**src/rtl/cycle_terminator_pkg.sv**
```systemverilog
// Shared decode header for the bus cycle terminator: device and port-width
// decode values, DSACK encodings, default timing constants and FSM encoding.
package cycle_terminator_pkg;

  localparam int DEVICE_SELECTED_MAXPOS = 10;
  localparam int PORT_WIDTH_WIDTH       = 2;

  localparam logic [DEVICE_SELECTED_MAXPOS-1:0] DEVICE_NULL       = 10'h000;
  localparam logic [DEVICE_SELECTED_MAXPOS-1:0] DEVICE_ROM        = 10'h001;
  localparam logic [DEVICE_SELECTED_MAXPOS-1:0] DEVICE_SIMM       = 10'h002;
  localparam logic [DEVICE_SELECTED_MAXPOS-1:0] DEVICE_REGISTER8  = 10'h004;
  localparam logic [DEVICE_SELECTED_MAXPOS-1:0] DEVICE_REGISTER16 = 10'h008;
  localparam logic [DEVICE_SELECTED_MAXPOS-1:0] DEVICE_REGISTER32 = 10'h010;
  localparam logic [DEVICE_SELECTED_MAXPOS-1:0] DEVICE_QUART      = 10'h020;
  localparam logic [DEVICE_SELECTED_MAXPOS-1:0] DEVICE_SLOT1      = 10'h040;
  localparam logic [DEVICE_SELECTED_MAXPOS-1:0] DEVICE_SLOT2      = 10'h080;
  localparam logic [DEVICE_SELECTED_MAXPOS-1:0] DEVICE_IDE        = 10'h100;
  localparam logic [DEVICE_SELECTED_MAXPOS-1:0] DEVICE_ETH        = 10'h200;

  // Devices that end their own cycles through slot_ack
  localparam logic [DEVICE_SELECTED_MAXPOS-1:0] DEVICE_EXT_MASK =
    DEVICE_SLOT1 | DEVICE_SLOT2 | DEVICE_IDE | DEVICE_ETH;

  localparam logic [PORT_WIDTH_WIDTH-1:0] PORT_WIDTH_NULL = 2'b00;
  localparam logic [PORT_WIDTH_WIDTH-1:0] PORT_WIDTH_BYTE = 2'b01;
  localparam logic [PORT_WIDTH_WIDTH-1:0] PORT_WIDTH_WORD = 2'b10;
  localparam logic [PORT_WIDTH_WIDTH-1:0] PORT_WIDTH_LONG = 2'b11;

  localparam logic [1:0] DSACK_NONE = 2'b00;
  localparam logic [1:0] DSACK_BYTE = 2'b01;
  localparam logic [1:0] DSACK_WORD = 2'b10;
  localparam logic [1:0] DSACK_LONG = 2'b11;

  localparam int DEFAULT_TIMEOUT_CYCLES = 64;
  localparam int DEFAULT_WAIT_ROM       = 3;
  localparam int DEFAULT_WAIT_SIMM      = 1;

  typedef enum logic [2:0] {
    IDLE    = 3'd0,
    WAIT    = 3'd1,
    EXTWAIT = 3'd2,
    ACK     = 3'd3,
    ERR     = 3'd4
  } state_t;

  typedef enum logic [1:0] {
    CLASS_NULL  = 2'd0,
    CLASS_FIXED = 2'd1,
    CLASS_EXT   = 2'd2
  } dev_class_t;

  function automatic dev_class_t device_class(input logic [DEVICE_SELECTED_MAXPOS-1:0] dev);
    if (dev == DEVICE_NULL) return CLASS_NULL;
    if ((dev & DEVICE_EXT_MASK) != DEVICE_NULL) return CLASS_EXT;
    return CLASS_FIXED;
  endfunction

  function automatic logic [1:0] dsack_for(input logic [PORT_WIDTH_WIDTH-1:0] pw);
    case (pw)
      PORT_WIDTH_BYTE: return DSACK_BYTE;
      PORT_WIDTH_WORD: return DSACK_WORD;
      PORT_WIDTH_LONG: return DSACK_LONG;
      default:         return DSACK_NONE;
    endcase
  endfunction

endpackage

```
**src/rtl/cycle_terminator_watchdog.sv**
```systemverilog
// Bus watchdog: counts edges while run is high and flags the timeout edge.
module bus_watchdog #(
  parameter int TIMEOUT_CYCLES = 64
) (
  input  logic clock,
  input  logic reset_n,
  input  logic run,
  output logic expired
);

  localparam int CW = $clog2(TIMEOUT_CYCLES + 1);

  logic [CW-1:0] count;

  // Restarts from zero whenever run drops, so every new cycle begins fresh
  always_ff @(posedge clock) begin
    if (!reset_n || !run) begin
      count <= '0;
    end else if (!expired) begin
      count <= count + 1'b1;
    end
  end

  assign expired = run && (count == CW'(TIMEOUT_CYCLES - 1));

endmodule

```
**src/rtl/cycle_terminator.sv**
```systemverilog
// Bus cycle terminator: answers each address-strobe cycle with DSACK after the
// device's wait states or an external slot_ack, or with BERR on decode/timeout.
module cycle_terminator
  import cycle_terminator_pkg::*;
#(
  parameter int TIMEOUT_CYCLES = DEFAULT_TIMEOUT_CYCLES,
  parameter int WAIT_ROM       = DEFAULT_WAIT_ROM,
  parameter int WAIT_SIMM      = DEFAULT_WAIT_SIMM
) (
  input  logic                              clock,
  input  logic                              reset_n,
  input  logic                              as,
  input  logic                              function_normal_selected,
  input  logic [DEVICE_SELECTED_MAXPOS-1:0] device_selected,
  input  logic [PORT_WIDTH_WIDTH-1:0]       port_width,
  input  logic                              slot_ack,
  output logic [1:0]                        dsack,
  output logic                              berr
);

  state_t                      state, state_next;
  logic [7:0]                  wait_count, wait_count_next, wait_states;
  logic [PORT_WIDTH_WIDTH-1:0] pw_q, pw_next;
  logic                        no_term, no_term_next;
  logic                        terminate;
  logic                        run, expired;
  dev_class_t                  dev_class;

  assign dev_class = device_class(device_selected);
  assign run       = (state == WAIT) || (state == EXTWAIT);

  always_comb begin
    wait_states = 8'd0;
    if ((device_selected & DEVICE_ROM) != DEVICE_NULL) begin
      wait_states = 8'(WAIT_ROM);
    end else if ((device_selected & DEVICE_SIMM) != DEVICE_NULL) begin
      wait_states = 8'(WAIT_SIMM);
    end
  end

  bus_watchdog #(
    .TIMEOUT_CYCLES(TIMEOUT_CYCLES)
  ) u_watchdog (
    .clock   (clock),
    .reset_n (reset_n),
    .run     (run),
    .expired (expired)
  );

  // Non-normal cycles (FPU, interrupt acknowledge) park in EXTWAIT with
  // terminations masked so only the watchdog can end them.
  always_comb begin
    state_next      = state;
    wait_count_next = wait_count;
    pw_next         = pw_q;
    no_term_next    = no_term;
    terminate       = 1'b0;
    unique case (state)
      IDLE: begin
        if (as) begin
          pw_next         = port_width;
          no_term_next    = !function_normal_selected;
          wait_count_next = wait_states;
          if (!function_normal_selected) begin
            state_next = EXTWAIT;
          end else begin
            case (dev_class)
              CLASS_NULL: state_next = ERR;
              CLASS_EXT:  state_next = EXTWAIT;
              default:    state_next = WAIT;
            endcase
          end
        end
      end
      WAIT: begin
        if (!as) begin
          state_next = IDLE;
        end else if (wait_count == 8'd0) begin
          terminate = 1'b1;
        end else begin
          wait_count_next = wait_count - 8'd1;
        end
      end
      EXTWAIT: begin
        if (!as) begin
          state_next = IDLE;
        end else begin
          terminate = slot_ack && !no_term;
        end
      end
      ACK, ERR: begin
        if (!as) state_next = IDLE;
      end
      default: state_next = IDLE;
    endcase

    // Termination beats a simultaneous timeout
    if (run && as) begin
      if (terminate) begin
        state_next = (pw_q == PORT_WIDTH_NULL) ? ERR : ACK;
      end else if (expired) begin
        state_next = ERR;
      end
    end
  end

  always_ff @(posedge clock) begin
    if (!reset_n) begin
      state      <= IDLE;
      wait_count <= 8'd0;
      pw_q       <= PORT_WIDTH_NULL;
      no_term    <= 1'b0;
      dsack      <= DSACK_NONE;
      berr       <= 1'b0;
    end else begin
      state      <= state_next;
      wait_count <= wait_count_next;
      pw_q       <= pw_next;
      no_term    <= no_term_next;
      dsack      <= (state_next == ACK) ? dsack_for(pw_q) : DSACK_NONE;
      berr       <= (state_next == ERR);
    end
  end

endmodule

```
**config.mk**
```make
export PLATFORM = sky130hd
export DESIGN_NAME = cycle_terminator
export DESIGN_NICKNAME = d
export VERILOG_FILES = /design/src/rtl/cycle_terminator_pkg.sv /design/src/rtl/cycle_terminator_watchdog.sv /design/src/rtl/cycle_terminator.sv
export SDC_FILE = /design/constraint.sdc
export NUM_CORES = 1
export LEC_CHECK = 0
export ABC_CLOCK_PERIOD_IN_PS = 1800
export CAP_MARGIN = 20
export CORE_MARGIN = 10
export CORE_UTILIZATION = 40
export CTS_BUF_LIST = sky130_fd_sc_hd__clkbuf_4 sky130_fd_sc_hd__clkbuf_8 sky130_fd_sc_hd__clkbuf_16
export CTS_CLUSTER_SIZE = 20
export DETAILED_ROUTE_END_ITERATION = 10
export SETUP_SLACK_MARGIN = 0.05
export SKIP_LAST_GASP = 1
export SLEW_MARGIN = 20
export SYNTH_ARGS = -nofsm -noshare
export SYNTH_HDL_FRONTEND = slang
export SYNTH_SLANG_ARGS = --single-unit
export TNS_END_PERCENT = 50
```
**constraint.sdc**
```tcl
create_clock -name clock -period 1.8 [get_ports clock]
set_clock_uncertainty 0.2 [all_clocks]
set_input_delay 0.27 -clock clock [delete_from_list [all_inputs] [get_ports clock]]
set_output_delay 0.27 -clock clock [all_outputs]
set_load 0.02 [all_outputs]
```
After elaboration in Yosys (flattened, before gate mapping)
Index checks and enable logic that the tools add are counted.
Word-level totals
  RAM bits: 0
  output and inout port bits: 3
  memories kept: 0
  bits in registers: 24
  latch bits: 0
  bits in read-only memories: 0
  word-level logic and storage cells: 70
Cells by class
  $mul: 0
  divide/modulo/power cells: 0
  $lt $le $gt $ge: 0
  shifts and indexed selects: 0
  $add $sub $neg: 2
  muxes and demuxes: 27
  bitwise operators: 0
  eq/ne operators: 14
  reductions and logical operators: 20
Operator list (number)
  two-way mux 8 bit: 3
  two-way mux 3 bit: 7
  one-hot mux 8 bit (2 select lines): 1
  one-hot mux 3 bit (2 select lines): 2
  zero test 10 bit: 1
  two-way mux 2 bit: 5
  nonzero test 10 bit: 1
  equality test 3 x 2 -> 1 bit, second input constant: 3
  zero test 8 bit: 1
  subtractor 8 x 1 -> 8 bit, second input constant: 1
  adder 7 x 1 -> 7 bit, second input constant: 1
  equality test 7 x 6 -> 1 bit, second input constant: 1
  two-way mux 1 bit: 7
  equality test 2 bit, second input constant: 3
  equality test 3 bit, second input constant: 2
  != test 2 bit, second input constant: 3
  one-hot mux 2 bit (3 select lines): 1
  zero test 1 bit: 4
  zero test 2 bit: 2
  AND reduction 2 bit: 2
  AND reduction 4 bit: 1
  OR reduction 4 bit: 1
  equality test 3 x 1 -> 1 bit, second input constant: 1
  logical AND 1 bit: 3
  other kinds (5): 6

Logic depth before layout (Yosys ltp)
  word-level depth: 15
  depth in mapped cells: 6
  mapped depth without buffers: 6

Hierarchy
A second synthesis with hierarchy kept.
Unflattened totals
  cell total of the unflattened synthesis: 143
  area, all modules: 1247.4 sq um
Modules (own cells, without submodules)
  cycle_terminator: cells an instance 105, area an instance 913.4 sq um, times used 1
  bus_watchdog: cells an instance 38, area an instance 334.1 sq um, times used 1

Least setup slack after synthesis
No wires, ideal clock.
  kind: flip-flop to flip-flop
  start point: register state[2]
  end point: register wait_count[7]
  data arrival time: 1.490 ns
  period minus slack after synthesis: 1.811 ns
  path buffers: 1
  data required time: 1.479 ns
  setup time: 0.121 ns
  cell stages (with the launch flop): 6
  setup slack: -0.011 ns
  cell sequence: dfxtp_1 -> buf_6 -> or3b_4 -> a2111oi_4 -> nand2_2 -> mux2_4
On the way
  cells in the longest elaborated chain, start to end: 3
  elaborated cells on any way between the ends: 8
RTL lines
  start: declaration: line cycle_terminator.sv:21  | state_t state, state_next;
  start signal: assignment: line cycle_terminator.sv:116  | state <= state_next;
  equality test 3 x 1 -> 1 bit / zero test 3 bit (equally long branches): line cycle_terminator.sv:58  | unique case (state)
  != test 2 bit (no source line) / nonzero test 2 bit (equally long branches)
  AND reduction 4 bit (no source line)
  end signal: assignment: line cycle_terminator.sv:117  | wait_count <= wait_count_next;
  end: declaration: line cycle_terminator.sv:22  | logic [7:0] wait_count, wait_count_next, wait_states;
Several ways; a longest one is shown, not always the timed one.
A chain may end at the register's enable or synchronous reset.

Worst setup path in the final report
  start point: register wait_count[1]
  end point: register wait_count[7]
On the way
  cells in the longest elaborated chain, start to end: 4
  elaborated cells on any way between the ends: 7
RTL lines
  subtractor 8 x 1 -> 8 bit: line cycle_terminator.sv:81  | wait_count_next = wait_count - 8'd1;
  two-way mux 8 bit: line cycle_terminator.sv:78  | end else if (wait_count == 8'd0) begin
  two-way mux 8 bit: line cycle_terminator.sv:76  | if (!as) begin
  one-hot mux 8 bit (2 select lines): line cycle_terminator.sv:58
Several ways; a longest one is shown, not always the timed one. The select of a mux whose other input is x is not followed.

==> results.json <==
{
  "status": "complete, but fails checks",
  "failed_checks": "setup timing",
  "critical_path_arrival_ns": 1.88,
  "crit-reg2reg-launch": "wait_count[1]",
  "ir_drop_mv": 0.4336,
  "finalSetupViolations": 1,
  "yosys_warnings": 0,
  "route.met2.wl_um": 1608,
  "start_util_pct": 42.52,
  "cp-startpoint": "wait_count[1]",
  "drt_wl_total_um": 3351,
  "numCtsBuffers": 3,
  "syn_inst": 147,
  "wl_met1_um": 1524,
  "drtIter0Drc": 46,
  "die_w_um": 77.67,
  "finalSetupTns_ns": -0.05409,
  "synthesis.area_mm2": 0.001330,
  "ios": 20,
  "critPathLaunchType": "register",
  "crit_type": "register to register",
  "design.core.area_mm2": 0.003128,
  "drc": 0,
  "p_per_area_mw_per_mm2": 663.8,
  "htreeDepth": 1,
  "cts.sinks": 24,
  "syn2layout_area_growth_pct": 47.69,
  "wl_met3_um": 179,
  "portBuffers": 19,
  "grt_pass1_wl_um": 5464,
  "drv_slew": 0,
  "timing.reg2reg.worst_path_depth": 7,
  "placementRows": 20,
  "hpwl_um": 2625,
  "grt.overflow.total": 0,
  "hold_viol_final": 0,
  "max-slew-margin-rel_pct": 70.91,
  "rsz0062_at_grt": "true",
  "drive_gt1_share_pct": 35.64,
  "ys_seq_area_share_pct": 36.12,
  "synth_cell_type_count": 48,
  "cts_buffer_depth": 2,
  "root_buffer": "clkbuf_4",
  "vias": 1269,
  "yosysTopAreaCell": "dfxtp_1",
  "end_kind": "register",
  "holdPathStages": 2,
  "cp_max_fo": 4,
  "grt_pass1_vias": 1221,
  "total_power_mw": 1.304,
  "die_h_um": 77.67,
  "cts_tree": "built",
  "fmax_mhz": 539.3,
  "ant_nets": 0,
  "tightest_slew_ns": 0.4305,
  "synth.top_cells.by_count": "nor2_1, dfxtp_1, a21oi_1",
  "nNetsFinal": 222,
  "dieArea_mm2": 0.006032,
  "ys_seq_elements": 24,
  "cap_violations": 0,
  "grt_max_degree": 14,
  "syn_avg_cell_area_um2": 9.048,
  "worstHoldStart": "u_watchdog.count[6]",
  "layout_setup_ws_ns": -0.05409,
  "gp_congestion": 0.8420,
  "final_core_util_pct": 62.80,
  "cts_hold_buf": 0,
  "n_antenna_cell": 0,
  "synth_edf_count": 0,
  "grt_antenna_before_repair": 0,
  "synth_fp_nets": 166,
  "path_clk_slew_ns": 0.13,
  "p_leak_nw": 0.7787,
  "hp-class": "register to register",
  "ys.flop_type": "dfxtp_1",
  "dr.pass1.iters": 4,
  "yosysMostFrequentCell": "nor2_1",
  "fin_crit_sh_pct": 103.0,
  "whs_ns": 0.2617,
  "min_period_ns": 1.854,
  "clock_latency_ns": 0.32,
  "grt_usage_pct": 10.87,
  "top_layer": "met4",
  "drt-vias-per-instance": 5.159,
  "synth_top_area_share_pct": 36.12,
  "async_flop_share_pct": 0,
  "ys_top_cells_by_area": "dfxtp_1, nor2_1, a21oi_1, nor4b_4, xnor2_1",
  "crit_required_ns": 1.82,
  "wire_per_inst_um": 13.62
}
==> path summary, 6_finish.rpt <==
| check | endpoint | slack [ns] |
|---|---|---|
| setup / recovery | wait_count[7] | -0.05 |
| hold / removal | u_watchdog.count[6] | 0.26 |
| setup reg to reg | wait_count[7] | -0.05 |
| hold reg to reg | u_watchdog.count[6] | 0.26 |
==> critical path: stages (launching register included) <==
cell	delay (ns)
dfxtp_2	0.36
inv_2	0.04
ha_4	0.15
nor4b_4	0.14
buf_4	0.14
a2111oi_4	0.33
nand2_2	0.10
mux2_4	0.30
==> area by class of cell <==
cell class	instances	area, um^2
fillers	276	1164
multi-input cells	111	877.1
flip-flops and latches	24	489.2
repair buffers	56	480.5
well taps	44	55.05
clock buffers	4	36.28
inverters	7	26.28
==> state kept, by name (all words and copies together) (netlist names) <==
| signal | cells |
|---|---|
| wait_count | 8 |
| u_watchdog.count | 7 |
| state | 3 |
| dsack | 2 |
| pw_q | 2 |
| berr | 1 |
| no_term | 1 |
==> repair_timing <==
item	4_1_cts	5_1_grt
setup endpoints to repair	17	21
resized for setup	7	15
setup buffers	1	2
pin swaps	5	7
endpoints found under the hold margin	0	0
==> per-layer routing <==
metal  GRT usage [%]  vias up
met5               0        -
met4           4.015        0
met3           4.263        5
met2           17.58       19
met1           12.65      590
li1                -      655
==> cell families (layout without fill, tap and decap cells) <==
group                      after synthesis  after routing  share of synthesized area [%]
adders and majority gates                2              2                          1.881
xor gates and xnor gates                 6              6                          4.516
DFF                                     24             24                          36.12
and+or+nand+nor                         66             66                          29.82
buffers and inverters                   12             67                          4.892
muxes                                    4              4                          3.386
AOI/OAI and AO/OA                       33             33                          19.38
==> where the power goes <==
part	switching, mW	internal (mW)
Sequential	0.0306	0.560
Combinational	0.187	0.238
Clock	0.164	0.124
==> cell usage in the layout (no fill, tap or decap), types with 4 or more instances in the layout <==
| cell | instances |
|---|---|
| dfxtp_2 | 4 |
| nand2b_1 | 4 |
| clkdlybuf4s50_1 | 19 |
| inv_1 | 5 |
| dfxtp_1 | 19 |
| nand2_1 | 6 |
| a21oi_1 | 7 |
| buf_4 | 36 |
| nor2_1 | 27 |
==> stage by stage <==
stage	std cells	cell area, um^2	worst slack [ns]
4_1_cts	244	1879	-0.05969
3_3_place_gp	239	1813	-0.2774
5_1_grt	246	1964	-0.1264
6_report	246	1964	-0.05409
2_1_floorplan	147	1339	0.05038
3_5_place_dp	239	1813	-0.3067
Note: power is estimated with default switching activity, not from simulation.
